$ cat src/rtl/channel_fifo_src_if.sv
// Producer/consumer bundle for channel_fifo_src.
// The master drives the requests and the slave (the FIFO) drives the flags and data.
interface channel_fifo_src_if #(
   parameter int unsigned WIDTH = 32,
   parameter int unsigned DEPTH = 4
);
   localparam int unsigned CW = $clog2(DEPTH + 1);

   logic [WIDTH-1:0] in_data;
   logic             write_valid;
   logic             write_ready;
   logic             read_valid;
   logic             read_ready;
   logic [WIDTH-1:0] out_data;
   logic [CW-1:0]    count;

   modport master (
      output in_data, write_valid, read_valid,
      input  write_ready, read_ready, out_data, count
   );

   modport slave (
      input  in_data, write_valid, read_valid,
      output write_ready, read_ready, out_data, count
   );
endinterface

$ cat src/rtl/channel_fifo_src.sv
// Circular-buffer FIFO with a registered pop output and combinational flags decoded
// from the occupancy counter. The flags never depend on the opposite port's request.
module channel_fifo_src #(
   parameter int unsigned WIDTH = 32,
   parameter int unsigned DEPTH = 4
) (
   input logic               clk,
   input logic               rst,
   channel_fifo_src_if.slave bus
);
   localparam int unsigned PW = $clog2(DEPTH);
   localparam int unsigned CW = $clog2(DEPTH + 1);

   if (DEPTH < 2 || (DEPTH & (DEPTH - 1)) != 0) begin : gen_bad_depth
      $error("channel_fifo_src: DEPTH must be a power of two, at least 2");
   end

   logic [WIDTH-1:0] mem [DEPTH];
   logic [PW-1:0]    wp_q, wp_d;
   logic [PW-1:0]    rp_q, rp_d;
   logic [CW-1:0]    cnt_q, cnt_d;
   logic [WIDTH-1:0] out_q, out_d;
   logic             full, empty, push, pop;

   always_comb begin
      full  = (cnt_q == CW'(DEPTH));
      empty = (cnt_q == '0);
      // A request against a full/empty buffer is dropped even if the other side moves.
      push  = bus.write_valid && !full;
      pop   = bus.read_valid && !empty;

      wp_d  = wp_q;
      rp_d  = rp_q;
      cnt_d = cnt_q;
      out_d = out_q;

      if (push) wp_d = wp_q + PW'(1);
      if (pop) begin
         rp_d  = rp_q + PW'(1);
         out_d = mem[rp_q];
      end

      case ({push, pop})
         2'b10:   cnt_d = cnt_q + CW'(1);
         2'b01:   cnt_d = cnt_q - CW'(1);
         default: cnt_d = cnt_q;
      endcase
   end

   always_ff @(posedge clk) begin
      if (rst) begin
         wp_q  <= '0;
         rp_q  <= '0;
         cnt_q <= '0;
         out_q <= '0;
      end else begin
         wp_q  <= wp_d;
         rp_q  <= rp_d;
         cnt_q <= cnt_d;
         out_q <= out_d;
      end
   end

   // Storage is intentionally not reset; an entry is only read after it was written.
   always_ff @(posedge clk) begin
      if (push && !rst) mem[wp_q] <= bus.in_data;
   end

   assign bus.write_ready = !full;
   assign bus.read_ready  = !empty;
   assign bus.count       = cnt_q;
   assign bus.out_data    = out_q;
endmodule

$ cat src/flat_wrapper.sv
// flat-port wrapper written by rule: the top's interface ports become plain ports
module channel_fifo_src_flat 
#(
   parameter int unsigned WIDTH = 32,
   parameter int unsigned DEPTH = 4
)
  (clk, rst, bus_in_data, bus_write_valid, bus_read_valid, bus_write_ready, bus_read_ready, bus_out_data, bus_count);
  channel_fifo_src_if #(.WIDTH(WIDTH), .DEPTH(DEPTH)) bus_i ();
  input logic clk;
  input logic rst;
  input wire logic [$bits(bus_i.in_data)-1:0] bus_in_data;
  input wire logic [$bits(bus_i.write_valid)-1:0] bus_write_valid;
  input wire logic [$bits(bus_i.read_valid)-1:0] bus_read_valid;
  output wire logic [$bits(bus_i.write_ready)-1:0] bus_write_ready;
  output wire logic [$bits(bus_i.read_ready)-1:0] bus_read_ready;
  output wire logic [$bits(bus_i.out_data)-1:0] bus_out_data;
  output wire logic [$bits(bus_i.count)-1:0] bus_count;
  assign bus_i.in_data = bus_in_data;
  assign bus_i.write_valid = bus_write_valid;
  assign bus_i.read_valid = bus_read_valid;
  assign bus_write_ready = bus_i.write_ready;
  assign bus_read_ready = bus_i.read_ready;
  assign bus_out_data = bus_i.out_data;
  assign bus_count = bus_i.count;
  channel_fifo_src #(.WIDTH(WIDTH), .DEPTH(DEPTH)) u_core (.clk(clk), .rst(rst), .bus(bus_i));
endmodule
$ cat config.mk
export PLATFORM = sky130hd
export DESIGN_NAME = channel_fifo_src_flat
export DESIGN_NICKNAME = d
export VERILOG_FILES = /design/src/rtl/channel_fifo_src_if.sv /design/src/rtl/channel_fifo_src.sv /design/src/flat_wrapper.sv
export SDC_FILE = /design/constraint.sdc
export NUM_CORES = 1
export LEC_CHECK = 0
export CAP_MARGIN = 20
export CORE_ASPECT_RATIO = 0.5
export CORE_MARGIN = 4
export CORE_UTILIZATION = 49
export CTS_BUF_LIST = sky130_fd_sc_hd__clkbuf_4
export CTS_CLUSTER_SIZE = 8
export DETAILED_ROUTE_END_ITERATION = 10
export PLACE_DENSITY = 0.81
export RECOVER_POWER = 25
export REMOVE_ABC_BUFFERS = 1
export SYNTH_ARGS = -nofsm -noshare
export SYNTH_HDL_FRONTEND = slang
export SYNTH_SLANG_ARGS = --single-unit
$ cat constraint.sdc
create_clock -name clk -period 5.2 [get_ports clk]
set_input_delay 1.04 -clock clk [delete_from_list [all_inputs] [get_ports clk]]
set_output_delay 1.04 -clock clk [all_outputs]
set_load 0.05 [all_outputs]
==> summary.md, run 1 <==
| Metric | Value |
|---|---|
| Total negative slack | `0 ns` |
| Syn-to-layout area delta | `18.62%` |
| Routed vias/inst | `5.318` |
| Count leader, synth | `edfxtp_1` |
| Gate power share | `0.299` |
| CTS Buffer Depth | `2` |
| Sw Pwr | `0.001105 W` |
| Nets | `411` |
| ANT nets after route | `0` |
| Vias in the first global route | `about 3200` |
| Critical Path AT | `roughly 2.3 ns` |
| Hpwl dp | `6.601 mm` |
| Total gr overflow | `0` |
| Gpl congestion | `0.6817` |
| Final Hold Viols | `0` |
| Post-synth top area cell | `edfxtp_1` |
| RSZ-0062 raised after global routing | `false` |
| Num CTS Buffers | `17` |
| Sequential power share | `0.489` |
| Rel. slew slack | `0.4149` |
| Crit. End Element | `output port` |
| FF+latch count, synth | `roughly 170` |
| Synthesized area | `0.006027 mm^2` |
| Final wirelength | `approximately 10 mm` |
| Residual DRC count | `0` |
| Post-CTS setup buffers | `0` |
| Clock Skew | `0.03151 ns` |
| Cells after DPL | `515` |
| Unique cell type count in the Yosys netlist | `26` |
| Cell Pwr Density | `~470 mW/mm^2` |
| Area share of the leading cell type in the synthesized netlist | `0.6377` |
| Cts hold-fix bufs | `0` |
| Yosys warnings | `0` |
| Top cells by area, synth | `edfxtp_1 (64%), dfxtp_1 (13%), mux4_2 (12%), a22o_1 (4.7%), ha_1 (1.0%)` |
| # diodes | `0` |
| Leakage Power | `2.312 nW` |
| I/O Buffers | `between 70 and 80` |
| First-pass GRT wire length | `about 17 mm` |
| Design Power | `between 0.003 and 0.004 W` |
| Max-cap viol count | `0` |
| Slew Limit Fails | `0` |
| Routed length per placed instance | `~19 um` |
| Tcrit/Tclk final | `0.6475` |
| Setup Viol. Count Final | `0` |
| Die Wd | `164.8 um` |
| Initial antenna violation count | `0` |
| Post-synth top cells | `edfxtp_1 (128), dfxtp_1 (39), a22o_1 (32), mux4_2 (32), inv_1 (7)` |
| Crit Path Max Fanout | `7` |
| Die Y | `86.42 um` |
| 1st-iter DRT viols | `about 170` |
| Synth Flop Type | `edfxtp_1` |
| CTS tree | `built` |
| Clock transition at path regs | `0.12 ns` |
| Syn_area_per_cell | `20.71 um^2` |
| Ys async rst share | `0` |
| Mapped Cells | `between 200 and 300` |
| FP Rows | `28` |
| Worst Max-Slew Pin Slew | `0.8776 ns` |
| Post-CTS sizing | `0` |
| Sequential area share after synthesis | `0.7673` |
| Sw frac | `0.3264` |
| Cell Count, Final, Fillers Out | `547` |
| Maximum VDD drop | `~350 uV` |
| Clk root buf | `clkbuf_4` |
| Clock power share | `0.212` |
| Status | `completed` |
| Setup CP Type | `reg2out` |
| H-tree Lvls | `4` |
| Area of the die | `0.01425 mm^2` |
| Core ar. | `0.01191 mm^2` |
| Pre-antenna DRT Iters | `4` |
| EDFF count, synth | `128` |
| Ports | `73` |
| Skew-Pair Late Insertion Delay | `around 0.54 ns` |
| Internal power | `0.002281 W` |
| Share of layout cells above drive strength 1 | `0.1885` |
| CTS Sinks | `167` |
| Worst hold path class | `reg2reg` |
| Via count | `2909` |
| Largest net degree at the start of global routing | `34` |
| Minimum clock period | `3.367 ns` |
| CP required | `4.16 ns` |
| Tot GR Track Use | `0.1616` |
| Startpoint types | `flop` |
| Timing-limited maximum frequency | `297.0 MHz` |
| Initial Util | `0.5060` |
==> power by group through the flow <==
| stage | Combinational, W | Sequential, W | Clock, W |
|---|---|---|---|
| 3_3_place_gp | 0.000998 | 0.00167 | 0 |
| 2_1_floorplan | 0.000390 | 0.00199 | 0 |
| 4_1_cts | 0.00103 | 0.00166 | 0.000731 |
| 6_report | 0.00101 | 0.00166 | 0.000717 |
| 3_5_place_dp | 0.00103 | 0.00169 | 0 |
| 5_1_grt | 0.00107 | 0.00167 | 0.000809 |
==> state kept, by name, indices dropped and copies added (netlist names) <==
name                 cells
u_core.rp_q              2
u_core.mem             128
u_core.bus.count         3
u_core.bus.out_data     32
u_core.wp_q              2
==> kinds of logic after synthesis <==
kind of cell | after synthesis | synth area share
fa+ha+maj | 6 | 0.01370
simple gates | 18 | 0.01578
mux | 32 | 0.1196
xor+xnor | 4 | 0.005814
compound gates | 41 | 0.05522
flops | 167 | 0.7673
buf+inv | 23 | 0.02263
==> per-stage QoR <==
stage | utilization | cell area (um^2) | hold slack [ns] | setup WS, ns
global placement | 0.5773 | 6877 | 0.4564 | 2.095
finish | 0.6002 | 7149 | 0.4905 | 1.833
floorplan | - | 5917 | 0.4776 | 2.473
CTS | 0.6002 | 7149 | 0.4968 | 1.823
detailed placement | 0.5773 | 6877 | 0.4626 | 2.003
global route | 0.6002 | 7149 | 0.5207 | 1.677
==> final timing paths <==
check	start	end	slack (ns)	cells after the start
min	u_core.bus.out_data[17]$_SDFFE_PP0N_	u_core.bus.out_data[17]$_SDFFE_PP0N_	0.49	1
min reg2reg	u_core.bus.out_data[17]$_SDFFE_PP0N_	u_core.bus.out_data[17]$_SDFFE_PP0N_	0.49	1
max	u_core.bus.count[2]$_SDFFE_PP0P_	bus_write_ready	1.83	3
max reg2reg	u_core.bus.count[2]$_SDFFE_PP0P_	u_core.bus.count[2]$_SDFFE_PP0P_	2.68	9
==> metal layers <==
layer  wire, um  GRT usage  up-vias  part of all wire
met3        547    0.05226       10             0.052
met4        109    0.07019        0             0.010
met2       5550     0.2740       82              0.53
li1           -          -     1338                 -
met5          0          0        -                 0
met1       4250     0.1925     1479              0.41
==> cell usage in the layout (no fill, tap or decap), drive strengths merged, types with 2 or more instances in the layout <==
master	n
o21ai	3
edfxtp	128
nor2	6
inv	8
buf	3
xor2	3
ha	5
bufinv	2
clkdlybuf4s50	50
clkinv	7
and2	4
dfxtp	39
mux4	32
a22o	32
or3	2
dlygate4sd3	22
a21oi	4
clkbuf	19
clkinvlp	3
nand3	2
==> worst max-delay path, stage by stage (launching register included) <==
cell and delay (ns):
dfxtp_1 0.45, nor3b_1 0.45, inv_1 0.17, clkdlybuf4s50_1 0.74
==> final cells by class <==
| cell class | count | area [um^2] |
|---|---|---|
| Clock buffer | 19 | 142.6 |
| Clock inverter | 13 | 130.1 |
| Fill cell | 852 | 4762 |
| Inverter | 7 | 26.28 |
| Multi-Input combinational cell | 101 | 1274 |
| Sequential cell | 167 | 4627 |
| Tap cell | 165 | 206.4 |
| Timing Repair Buffer | 75 | 743.2 |
(Power assumes the default switching activity.)
==> run 2: changes to the inputs <==
clock period = 3.5 ns   (was 5.2 ns; I/O delays follow)
==> run 2 against run 1 <==
  * Power rose by 49%
  * Clock power rose by 48%
  * Core utilization is 0.44 points higher
  * Sequential power rose by 50%
  * Register-to-register slack worse by 1.6 ns
  * Final cell count grew 1.1%
  * Non-clock buffer count increased by 6
  * Hold slack better by 0.0011 ns
  * Largest power group unchanged
==> summary.md, run 2 (synthesis gave the netlist of run 1 again) <==
| Metric | Value |
|---|---|
| Hpwl dp | `7.271 mm (+10%)` |
| Cells after DPL | `521 (+1.2%)` |
| FP Rows | `28 (unchanged)` |
| Routed vias/inst | `5.459 (+2.7%)` |
| Worst Max-Slew Pin Slew | `0.8573 ns (-0.02030 ns)` |
| CTS Buffer Depth | `2 (unchanged)` |
| Hold path cells | `1 (unchanged)` |
| Syn-to-layout area delta | `19.49%` |
| Cts hold-fix bufs | `0 (unchanged)` |
| R2R Path End | `u_core.bus.count[2]$_SDFFE_PP0P_` |
| Final wirelength | `11.09 mm (+6.0%)` |
| Initial antenna violation count | `0 (unchanged)` |
| Maximum VDD drop | `585.5 uV (+65%)` |
| Vias in the first global route | `3221 (+1.3%)` |
| Pre-antenna DRT Iters | `4 (unchanged)` |
| Total negative slack | `0 ns (unchanged)` |
| Slowest Stage Delay on Critical Path | `0.73 ns (about the same)` |
| Nets | `417 (+1.5%)` |
| CTS Sinks | `167 (unchanged)` |
| # diodes | `0 (unchanged)` |
| H-tree Lvls | `4 (unchanged)` |
| Routed length per placed instance | `20.05 um (+4.9%)` |
| Rel. slew slack | `0.4285 (+0.01353)` |
| Design Power | `0.005028 W (+49%)` |
| Setup Viol. Count Final | `0 (unchanged)` |
| FF-to-FF Start | `u_core.bus.count[2]$_SDFFE_PP0P_` |
| Num CTS Buffers | `17 (unchanged)` |
| Max reg flops | `128 (unchanged)` |
| Worst hold slack | `0.4916 ns (+0.001065 ns)` |
| Cell Chain, Critical Path | `nor3b_1 -> inv_1 -> clkdlybuf4s50_1` |
| Post-CTS sizing | `0 (unchanged)` |
| Startpoint types | `flop` |
| CP required | `2.80 ns (-1.36 ns)` |
| Slew Limit Fails | `0 (unchanged)` |
| Clk root buf | `clkbuf_4` |
| Residual DRC count | `0 (unchanged)` |
| Initial Util | `0.5060 (unchanged)` |
| Status | `completed` |
| Leakage Power | `2.351 nW (+1.7%)` |
| Timing-limited maximum frequency | `334.4 MHz` |
| Die Wd | `164.8 um (unchanged)` |
| Die Y | `86.42 um (unchanged)` |
| Crit. End Element | `output port` |
| Min-delay src | `u_core.bus.out_data[12]$_SDFFE_PP0N_` |
| RSZ-0062 raised after global routing | `false` |
| 1st-iter DRT viols | `223 (+28%)` |
| I/O Buffers | `72 (unchanged)` |
| Total gr overflow | `0 (unchanged)` |
| First-pass GRT wire length | `17.56 mm (+3.6%)` |
| Setup CP Type | `reg2out` |
| Reg2reg setup slack | `1.08 ns (-1.60 ns)` |
| Cell Pwr Density | `698.2 mW/mm^2 (+47%)` |
| Critical Path AT | `2.29 ns (-0.04 ns)` |
| Tcrit/Tclk final | `0.8544` |
| Critical path's slowest cell | `clkdlybuf4s50_1` |
| Tot GR Track Use | `0.1666 (+0.005037)` |
| Via count | `3019 (+3.8%)` |
| Max-cap viol count | `0 (unchanged)` |
| Crit Path Max Fanout | `7 (unchanged)` |
| Minimum clock period | `2.991 ns` |
| Share of layout cells above drive strength 1 | `0.2036 (+0.01513)` |
| Core ar. | `0.01191 mm^2 (unchanged)` |
| Final core occ | `0.6046 (+0.004412)` |
| Gpl congestion | `0.7900 (+16%)` |
| Most common cell after layout, fill and taps aside | `edfxtp_1` |
| Clock Skew | `0.02904 ns (-0.002465 ns)` |
| CTS tree | `built` |
| Final Hold Viols | `0 (unchanged)` |
| Clock transition at path regs | `0.12 ns (about the same)` |
| Skew-Pair Late Insertion Delay | `0.54 ns (about the same)` |
| Largest net degree at the start of global routing | `34 (unchanged)` |
| ANT nets after route | `0 (unchanged)` |
| Cell Count, Final, Fillers Out | `553 (+1.1%)` |
| Commonest cells after routing, fill and taps aside | `edfxtp_1 (128), clkdlybuf4s50_1 (47), dfxtp_1 (37)` |
| Worst hold path class | `reg2reg` |
| Most flops, register | `u_core.mem` |
| Post-CTS setup buffers | `0 (unchanged)` |
| Ports | `73 (unchanged)` |
| Worst Hold End | `u_core.bus.out_data[12]$_SDFFE_PP0N_` |
| Area of the die | `0.01425 mm^2 (unchanged)` |
| R2R depth | `9 (unchanged)` |
[run 2: changes by cell type in the layout (fill, tap and decap cells not counted)]
| cell | change |
|---|---|
| clkbuf_4 | +2 |
| clkinv_4 | -2 |
| inv_6 | -1 |
| dlygate4sd3_1 | +3 |
| buf_4 | +5 |
| buf_12 | +1 |
| clkinv_1 | -1 |
| clkinv_2 | +2 |
| clkdlybuf4s50_1 | -3 |
[run 2: per-stage QoR]
step,setup slack [ns],cell area [um^2]
after detailed placement,0.5412,6934
after floorplan,0.7731,5917
after CTS,0.4752,7202
final,0.5094,7202
after global placement,0.6927,6934
after global routing,0.4013,7202
[run 2: report_power, final]
part / internal, W / total, W / switching, W
combinational: 0.000626 / 0.00148 / 0.000851
sequential: 0.00233 / 0.00249 / 0.000163
clock: 0.000446 / 0.00106 / 0.000612
[run 2: worst max-delay path by stage]
| stage | slack (ns) | to | startpoint | cells after the start |
|---|---|---|---|---|
| 2_1_floorplan | 0.77 | u_core.bus.count[2]$_SDFFE_PP0P_ | u_core.bus.count[2]$_SDFFE_PP0P_ | 9 |
| 3_3_place_gp | 0.69 | u_core.mem[1][27]$_DFFE_PP_ | rst | 4 |
| 3_5_place_dp | 0.54 | u_core.mem[1][26]$_DFFE_PP_ | rst | 4 |
| 4_1_cts | 0.48 | bus_write_ready | u_core.bus.count[2]$_SDFFE_PP0P_ | 3 |
| 5_1_grt | 0.40 | bus_write_ready | u_core.bus.count[2]$_SDFFE_PP0P_ | 3 |
| 6_report | 0.51 | bus_write_ready | u_core.bus.count[2]$_SDFFE_PP0P_ | 3 |
[run 2: area by class of cell]
cell class | count | area, um^2
clock buffer | 21 | 157.7
clock inverter | 11 | 110.1
fill | 836 | 4710
inverter | 7 | 26.28
multi-input combinational | 101 | 1274
sequential | 167 | 4627
tap | 165 | 206.4
timing repair buffer | 81 | 800.8
[run 2: metal layers]
metal | track usage | wire length (um) | up-vias
li1 | - | - | 1353
met1 | 0.2061 | 4491 | 1535
met2 | 0.2796 | 5694 | 113
met3 | 0.05511 | 717 | 18
met4 | 0.05887 | 184 | 0
met5 | 0 | 0 | -
[run 2: worst max-delay path, delay by kind of cell, from the launching register on]
family                 cells  cell delay [ns]
AND/OR/NAND/NOR            1             0.41
buffers and inverters      2             0.90
flip-flops                 1             0.45
==> run 3: changes to the inputs <==
CORE_UTILIZATION = 28   (was 49)
PLACE_DENSITY = 0.55   (was 0.81)
==> run 3 against run 2 <==
  * Register-to-register slack improved by 0.03 ns
  * Critical path depth unchanged
  * First-iteration DRC count decreased by 25%
  * Sequential share of layout area decreased by 1.3 points
  * Critical path type unchanged
  * Critical endpoint unchanged
  * Largest cell class unchanged
==> summary.md, run 3 (synthesis gave the netlist of run 1 again) <==
| Metric | Value |
|---|---|
| Status | `completed` |
| Setup Viol. Count Final | `0 (unchanged)` |
| Initial antenna violation count | `2 (+2)` |
| Crit Path Max Fanout | `7 (unchanged)` |
| Internal power | `0.003412 W (+0.28%)` |
| Most common cell after layout, fill and taps aside | `edfxtp_1` |
| Final Hold Viols | `0 (unchanged)` |
| Worst Hold End | `u_core.bus.out_data[25]$_SDFFE_PP0N_` |
| Tcrit/Tclk final | `0.8492 (-0.005268)` |
| Crit. End Element | `output port` |
| I/O Buffers | `72 (unchanged)` |
| Sequential power share | `0.490 (-0.006)` |
| Hpwl dp | `7.177 mm (-1.3%)` |
| Sw Pwr | `0.001642 W (+1.0%)` |
| R2R Path End | `u_core.bus.count[2]$_SDFFE_PP0P_` |
| Max reg flops | `128 (unchanged)` |
| Worst Max-Slew Pin Slew | `0.9302 ns (+0.07289 ns)` |
| Most flops, register | `u_core.mem` |
| Die Y | `111.7 um (+29%)` |
| Minimum clock period | `2.972 ns (-0.01844 ns)` |
| Worst hold path class | `reg2reg` |
| Area of the die | `0.02408 mm^2 (+69%)` |
| Gate power share | `0.299 (+0.005)` |
| Critical Path AT | `2.27 ns (-0.02 ns)` |
| Critical path origin | `u_core.bus.count[2]$_SDFFE_PP0P_` |
| Ports | `73 (unchanged)` |
| Share of layout cells above drive strength 1 | `0.1985 (-0.005155)` |
| Clock Skew | `0.01783 ns (-0.01121 ns)` |
| Design Power | `0.005054 W (+0.52%)` |
| Commonest cells after routing, fill and taps aside | `edfxtp_1 (128), clkdlybuf4s50_1 (49), dfxtp_1 (37)` |
| Final wirelength | `11.62 mm (+4.8%)` |
| Via count | `2923 (-3.2%)` |
| R2R depth | `9 (unchanged)` |
| Cell Count, Final, Fillers Out | `662 (+20%)` |
| Clk root buf | `clkbuf_4` |
| Nets | `417 (unchanged)` |
| Timing-limited maximum frequency | `336.5 MHz (+0.62%)` |
| CTS Buffer Depth | `2 (unchanged)` |
| Post-CTS setup buffers | `0 (unchanged)` |
| Tot GR Track Use | `0.1011 (-0.06555)` |
| ANT nets after route | `0 (unchanged)` |
| Startpoint types | `flop` |
| RSZ-0062 raised after global routing | `false` |
| Pre-CTS worst setup slack | `0.5633 ns (+0.02209 ns)` |
| Skew-Pair Late Insertion Delay | `0.52 ns (-0.02 ns)` |
| Routed length per placed instance | `17.55 um (-12%)` |
| Gpl congestion | `0.7206 (-8.8%)` |
| Maximum VDD drop | `213.8 uV (-63%)` |
| Cells after DPL | `629 (+21%)` |
| Core ar. | `0.02083 mm^2 (+75%)` |
| Die Wd | `215.5 um (+31%)` |
| CTS tree | `built` |
| Total negative slack | `0 ns (unchanged)` |
| Slew Limit Fails | `0 (unchanged)` |
| Sw frac | `0.3249 (+0.001590)` |
| Clock power share | `0.211 (about the same)` |
| 1st-iter DRT viols | `168 (-25%)` |
| Setup CP Type | `reg2out` |
| Reg2reg setup slack | `1.11 ns (+0.03 ns)` |
| Rel. slew slack | `0.3799 (-0.04859)` |
| FF-to-FF Start | `u_core.bus.count[2]$_SDFFE_PP0P_` |
| Min-delay src | `u_core.bus.out_data[25]$_SDFFE_PP0N_` |
| First-pass GRT wire length | `18.57 mm (+5.7%)` |
| Largest net degree at the start of global routing | `34 (unchanged)` |
| CP required | `2.80 ns (about the same)` |
| Num CTS Buffers | `17 (unchanged)` |
| Clock transition at path regs | `0.13 ns (about the same)` |
| Hold path cells | `1 (unchanged)` |
| Max-cap viol count | `0 (unchanged)` |
| Residual DRC count | `0 (unchanged)` |
| Pre-antenna DRT Iters | `4 (unchanged)` |
| CTS Sinks | `167 (unchanged)` |
| Post-CTS sizing | `0 (unchanged)` |
| Cts hold-fix bufs | `0 (unchanged)` |
| H-tree Lvls | `4 (unchanged)` |
| Vias in the first global route | `3138 (-2.6%)` |
| FP Rows | `37 (+32%)` |
| Total gr overflow | `0 (unchanged)` |
| Cell Pwr Density | `687.2 mW/mm^2 (-1.6%)` |
| Final setup slack of the worst path | `0.5279 ns (+0.01844 ns)` |
| Routed vias/inst | `4.415 (-19%)` |
| Leakage Power | `2.345 nW (-0.26%)` |
| Syn-to-layout area delta | `22.03%` |
| Initial Util | `0.2893 (-0.2167)` |
## run 3: cell types whose count changed in the layout (fill, tap and decap cells not counted), sizes merged
cell	previous run	this run
diode	0	1
clkinvlp	3	4
clkbuf	21	22
clkinv	6	4
dlygate4sd3	25	23
clkdlybuf4s50	47	49
## run 3: metal layers
metal	vias to the layer above	GRT usage	routed length, um
li1	1353	-	-
met1	1523	0.1259	5117
met2	34	0.1699	5957
met3	11	0.02972	412
met4	2	0.03473	116
met5	-	0	13
## run 3: power by group through the flow
| stage | Clock, W | Sequential (W) | Combinational [W] |
|---|---|---|---|
| after global routing | 0.00120 | 0.00251 | 0.00161 |
| after CTS | 0.00111 | 0.00248 | 0.00155 |
| after detailed placement | 0 | 0.00253 | 0.00154 |
| after floorplan | 0 | 0.00295 | 0.000579 |
| after global placement | 0 | 0.00252 | 0.00154 |
| final | 0.00107 | 0.00247 | 0.00151 |
## run 3: layout make-up
type | count | area (um^2)
Sequential cell | 167 | 4627
Inverter | 7 | 26.28
Antenna cell | 1 | 2.502
Timing Repair Buffer | 81 | 813.3
Tap cell | 273 | 341.6
Multi-Input combinational cell | 101 | 1274
Clock buffer | 22 | 165.2
Fill cell | 1943 | 13480
Clock inverter | 10 | 105.1
## run 3: how the worst max path moves through the flow
stage / slack, ns / endpoint / depth (start not counted)
floorplan: 0.77 / u_core.bus.count[2]$_SDFFE_PP0P_ / 9
detailed placement: 0.56 / u_core.mem[1][24]$_DFFE_PP_ / 5
finish: 0.53 / bus_write_ready / 3
CTS: 0.46 / bus_write_ready / 3
global placement: 0.66 / u_core.mem[1][24]$_DFFE_PP_ / 5
global route: 0.30 / bus_write_ready / 3
## run 3: worst max-delay path, cell delays in order, from the launching register on
cell and delay, ns:
dfxtp_1 0.48, nor3b_1 0.39, inv_1 0.15, clkdlybuf4s50_1 0.73
## run 3: through the flow
step	hold slack, ns	area, um^2	util
after floorplan	0.4776	5917	-
final	0.4956	7355	0.3530
after global placement	0.4572	7082	0.3399
after CTS	0.4983	7352	0.3529
after global routing	0.5137	7355	0.3530
after detailed placement	0.4637	7082	0.3399
